File: config.mk
export PLATFORM = sky130hd
export DESIGN_NAME = axil_regfile_slave
export DESIGN_NICKNAME = d
export VERILOG_FILES = /design/src/rtl/axil_regfile_slave.sv
export SDC_FILE = /design/constraint.sdc
export NUM_CORES = 1
export LEC_CHECK = 0
export BUFFER_PORTS_ARGS = -buffer_cell sky130_fd_sc_hd__buf_2
export CAP_MARGIN = 15
export CORE_AREA = 3 3 259 261
export DETAILED_ROUTE_END_ITERATION = 8
export DIE_AREA = 0 0 262 264
export SLEW_MARGIN = 20
export SYNTH_ARGS = -nofsm -noshare
export SYNTH_HDL_FRONTEND = slang
export SYNTH_SLANG_ARGS = --single-unit
File: constraint.sdc
create_clock -name i_clk -period 2.4 [get_ports i_clk]
set_clock_uncertainty 0.15 [all_clocks]
set_input_delay 0.12 -clock i_clk [delete_from_list [all_inputs] [get_ports i_clk]]
set_output_delay 0.12 -clock i_clk [all_outputs]
set_load 0.01 [all_outputs]
File: src/rtl/axil_regfile_slave.sv
// AXI-lite slave fronting 2^LGREGS byte-strobed 32-bit registers.
// Single-cycle responses; a write needs AW and W presented together.
module axil_regfile_slave #(
  parameter int C_AXI_ADDR_WIDTH = 28,
  parameter int LGREGS           = 4
) (
  input  logic                              i_clk,
  input  logic                              i_axi_reset_n,
  input  logic                              i_axi_awvalid,
  output logic                              o_axi_awready,
  input  logic [C_AXI_ADDR_WIDTH-1:0]       i_axi_awaddr,
  input  logic [2:0]                        i_axi_awprot,
  input  logic                              i_axi_wvalid,
  output logic                              o_axi_wready,
  input  logic [31:0]                       i_axi_wdata,
  input  logic [3:0]                        i_axi_wstrb,
  output logic                              o_axi_bvalid,
  input  logic                              i_axi_bready,
  output logic [1:0]                        o_axi_bresp,
  input  logic                              i_axi_arvalid,
  output logic                              o_axi_arready,
  input  logic [C_AXI_ADDR_WIDTH-1:0]       i_axi_araddr,
  input  logic [2:0]                        i_axi_arprot,
  output logic                              o_axi_rvalid,
  input  logic                              i_axi_rready,
  output logic [31:0]                       o_axi_rdata,
  output logic [1:0]                        o_axi_rresp,
  output logic [32*(1<<LGREGS)-1:0]         o_regs
);

  localparam int DW    = 32;
  localparam int NREGS = 1 << LGREGS;
  localparam int AW    = C_AXI_ADDR_WIDTH;
  localparam logic [1:0] RESP_OKAY   = 2'b00;
  localparam logic [1:0] RESP_SLVERR = 2'b10;

  logic [NREGS-1:0][DW-1:0] regs_q, regs_d;
  logic              bvalid_q, bvalid_d;
  logic [1:0]        bresp_q, bresp_d;
  logic              rvalid_q, rvalid_d;
  logic [1:0]        rresp_q, rresp_d;
  logic [DW-1:0]     rdata_q, rdata_d;

  logic              wr_accept, rd_accept;
  logic              aw_in_range, ar_in_range;
  logic              wr_hit;
  logic [LGREGS-1:0] aw_idx, ar_idx;
  logic [DW-1:0]     wmask;
  logic              unused;

  assign unused = ^{i_axi_awprot, i_axi_arprot, i_axi_awaddr[1:0], i_axi_araddr[1:0]};

  // Readies are held low during reset, independent of the valids.
  assign o_axi_awready = i_axi_reset_n && i_axi_awvalid && i_axi_wvalid
                         && (!bvalid_q || i_axi_bready);
  assign o_axi_wready  = o_axi_awready;
  assign o_axi_arready = i_axi_reset_n && (!rvalid_q || i_axi_rready);

  assign wr_accept = o_axi_awready;
  assign rd_accept = i_axi_arvalid && o_axi_arready;

  assign aw_in_range = (i_axi_awaddr[AW-1:LGREGS+2] == '0);
  assign ar_in_range = (i_axi_araddr[AW-1:LGREGS+2] == '0);
  assign aw_idx      = i_axi_awaddr[LGREGS+1:2];
  assign ar_idx      = i_axi_araddr[LGREGS+1:2];
  assign wr_hit      = wr_accept && aw_in_range;

  genvar gi;
  generate
    for (gi = 0; gi < DW/8; gi++) begin : g_mask
      assign wmask[8*gi +: 8] = {8{i_axi_wstrb[gi]}};
    end
    for (gi = 0; gi < NREGS; gi++) begin : g_reg
      assign regs_d[gi] = (wr_hit && aw_idx == LGREGS'(gi))
                          ? ((regs_q[gi] & ~wmask) | (i_axi_wdata & wmask))
                          : regs_q[gi];
    end
  endgenerate

  always_comb begin
    bvalid_d = bvalid_q;
    bresp_d  = bresp_q;
    if (wr_accept) begin
      bvalid_d = 1'b1;
      bresp_d  = aw_in_range ? RESP_OKAY : RESP_SLVERR;
    end else if (i_axi_bready) begin
      bvalid_d = 1'b0;
    end
  end

  // Read samples regs_q, so a same-cycle write to that register is not seen.
  always_comb begin
    rvalid_d = rvalid_q;
    rresp_d  = rresp_q;
    rdata_d  = rdata_q;
    if (rd_accept) begin
      rvalid_d = 1'b1;
      rresp_d  = ar_in_range ? RESP_OKAY : RESP_SLVERR;
      rdata_d  = ar_in_range ? regs_q[ar_idx] : '0;
    end else if (i_axi_rready) begin
      rvalid_d = 1'b0;
    end
  end

  always_ff @(posedge i_clk or negedge i_axi_reset_n) begin
    if (!i_axi_reset_n) begin
      regs_q   <= '0;
      bvalid_q <= 1'b0;
      bresp_q  <= RESP_OKAY;
      rvalid_q <= 1'b0;
      rresp_q  <= RESP_OKAY;
      rdata_q  <= '0;
    end else begin
      regs_q   <= regs_d;
      bvalid_q <= bvalid_d;
      bresp_q  <= bresp_d;
      rvalid_q <= rvalid_d;
      rresp_q  <= rresp_d;
      rdata_q  <= rdata_d;
    end
  end

  assign o_axi_bvalid = bvalid_q;
  assign o_axi_bresp  = bresp_q;
  assign o_axi_rvalid = rvalid_q;
  assign o_axi_rresp  = rresp_q;
  assign o_axi_rdata  = rdata_q;
  assign o_regs       = regs_q;

endmodule

==> results.json <==
{
  "run_status": "complete, no violations",
  "yosys-top-cells-count": "548 x dfrtp_1, 509 x mux2_2, 252 x mux2i_1",
  "setup_viol": 0,
  "grt_pass1_vias": 20090,
  "critical_path.top_delay_family": "simple AND/OR/NAND/NOR gates",
  "dieArea_um2": 69170,
  "avgSynthCellArea_um2": 13.60,
  "dr.first_iter.drc_count": 1119,
  "cp-end-kind": "flip-flop",
  "dp_hpwl_um": 65680,
  "gp_congestion": 0.8727,
  "cap_viol_max_count": 0,
  "fillCellCount": 5755,
  "final_antenna_net_count": 0,
  "area_growth_pct": 31.09,
  "cts_tree": "built",
  "synth-seq-cells": 548,
  "dp.cells": 3401,
  "synth_largest_area_cell": "dfrtp_1",
  "synth_edf_count": 0,
  "grt_util_all_layers_pct": 26.13,
  "fin_setup_tns_ns": 0,
  "min_path_type": "in2reg",
  "synth.distinct_cells": 37,
  "synthFlopType": "dfrtp_1",
  "cts-root-buf": "clkbuf_16",
  "coreArea_um2": 64700,
  "first_pass_iters": 5,
  "io_pins": 658,
  "grt_overflow": 0,
  "crit_slowest_cell": "dfrtp_1",
  "path_max_fanout": 16,
  "cts_setup_buffers": 0,
  "worstPathRequired_ns": 2.73,
  "fp.dieH_um": 264,
  "clockBufferDepth": 3,
  "clock-sinks": 548,
  "grt_max_degree": 133,
  "post_drt_wl_per_cell_um": 26.03,
  "startpoint_type": "flip-flop",
  "cp.arrival_ns": 2.58,
  "rsz0062_at_grt": "false",
  "netlist_top_cells_area": "dfrtp_1 54%, mux2_2 22%, mux2i_1 9.9%",
  "via_count": 19290,
  "rows": 93,
  "final_layout_size_suffix_gt1_share_pct": 54.35,
  "seq_area_frac_synth_pct": 53.81,
  "hold_viol": 0,
  "antenna_found_initial": 8,
  "cts_max_level": 2,
  "start_util_pct": 39.39,
  "drc_errors": 0,
  "path_cells": "nand2b_1 > nand4_2 > buf_12 > nor3_2 > buf_4 > mux2_2",
  "vias_per_cell": 5.438,
  "die_w_um": 262,
  "port_buffers": 645,
  "path_buf_inv": 2,
  "yosysMostFrequentCell": "dfrtp_1",
  "relSlewSlack_pct": 42.20,
  "insertion_delay_ns": 0.61,
  "leakage_uw": 0.01835,
  "finalMaxSlewViolations": 0,
  "fin_crit_sh_pct": 93.88,
  "fin_total_pwr_uw": 19560,
  "synthCells": 1874,
  "layoutNonFillerInstCount": 3548,
  "yosys_warnings": 0,
  "crit_path_max_incr_delay_ns": 0.38,
  "crit_type": "reg2reg",
  "clk_pin_slew_ns": 0.06,
  "period_needed_ns": 2.253,
  "async_flop_share_pct": 100.0,
  "peakVddDrop_v": 0.0005511,
  "routed_wl_um": 92350,
  "synthesis.area_um2": 25480,
  "max_freq_mhz": 443.8,
  "fin_util_pct": 51.64,
  "nets": 2754,
  "synth.top_cell.area_share_pct": 53.81,
  "worst_pin_slew_ns": 0.8671,
  "grt_pass1_wl_um": 135300,
  "p_per_area_nw_per_um2": 585.5,
  "cts_buffers": 60
}
-- routing by layer --
| layer | vias to the layer above | global-route usage (%) | share of wire, % | routed length [µm] |
|---|---|---|---|---|
| met3 | 221 | 5.215 | 6.4 | 5938 |
| met1 | 9873 | 33.32 | 41 | 37660 |
| met5 | - | 0 | 0.038 | 35 |
| li1 | 8444 | - | - | - |
| met2 | 752 | 43.69 | 49 | 44900 |
| met4 | 4 | 10.07 | 4.1 | 3808 |
-- cell type report --
cell class	instances	area [µm²]	area share, %
antenna	1	2.502	0.007491
clock buffer	87	1724	5.161
clock inverter	18	231.5	0.6929
inverter	2	7.507	0.02247
multi-input combinational	1208	11260	33.72
sequential	548	13710	41.05
tap	855	1070	3.202
timing repair buffer	829	5395	16.15
-- final timing paths --
check	cells after the start	endpoint	slack, ns	from
worst max-delay path	6	flip-flop	0.15	o_axi_bvalid
worst max register to register	6	flip-flop	0.15	o_axi_bvalid
worst min register to register	2	o_axi_rdata[1]	0.33	o_axi_rdata[1]
worst min-delay path	4	o_axi_rdata[30]	0.07	i_axi_araddr[3]
max in group asynchronous	4	asynchronous set/reset pin	0.75	i_axi_reset_n
min in group asynchronous	3	asynchronous set/reset pin	0.11	i_axi_reset_n
-- worst min-delay path, cell delays in order --
cell      delay, ns
buf_2          0.17
mux4_2         0.25
a211oi_1       0.07
o31ai_1        0.18
-- per-stage QoR --
stage,setup WS (ns),hold WS [ns],instance area (µm²)
2_1_floorplan,0.1812,-0.3256,25490
3_3_place_gp,0.07244,0.1538,31040
3_5_place_dp,0.02710,0.1575,31040
4_1_cts,0.1409,0.03458,33400
5_1_grt,0.06355,0.07439,33400
6_report,0.1468,0.07459,33410
-- report_power, final --
group          internal (µW)  total [µW]  switching, µW
registers               9240        9250           1.59
clock network           5480        9260           3780
logic                    322        1050            730
-- timing repair --
| action | in CTS | in global routing |
|---|---|---|
| hold buffers | 41 | 0 |
| endpoints found under the hold margin | 539 | 0 |
| gates resized for setup | 0 | 0 |
-- cell usage in the layout, fill, tap and decap left out, types with 3 or more instances in the layout --
cell type	instances
buf_12	53
buf_2	643
buf_4	90
bufinv_16	5
clkbuf_1	16
clkbuf_16	61
clkbuf_8	10
clkinv_2	8
dfrtp_1	548
dlygate4sd3_1	41
inv_6	3
mux2_1	3
mux2_2	509
mux2i_1	252
nand2_1	47
nand3_1	5
nor2_1	97
nor2b_1	3
nor3_1	32
nor3_2	24
nor3_4	40
nor4_1	41
o21ai_0	32
o22ai_1	63
o31ai_1	32
-- cells by family (layout without fill, tap and decap cells) --
group / count (synthesis) / after routing / share of synthesized area, %
AOI/OAI and AO/OA: 130 / 130 / 3.211
buffers and inverters: 119 / 936 / 2.077
DFF: 548 / 548 / 53.81
muxes: 766 / 766 / 32.70
other: 1 / 3 / 0.01472
and+or+nand+nor: 310 / 310 / 8.185
No activity file was read; power rests on OpenSTA's default activity.
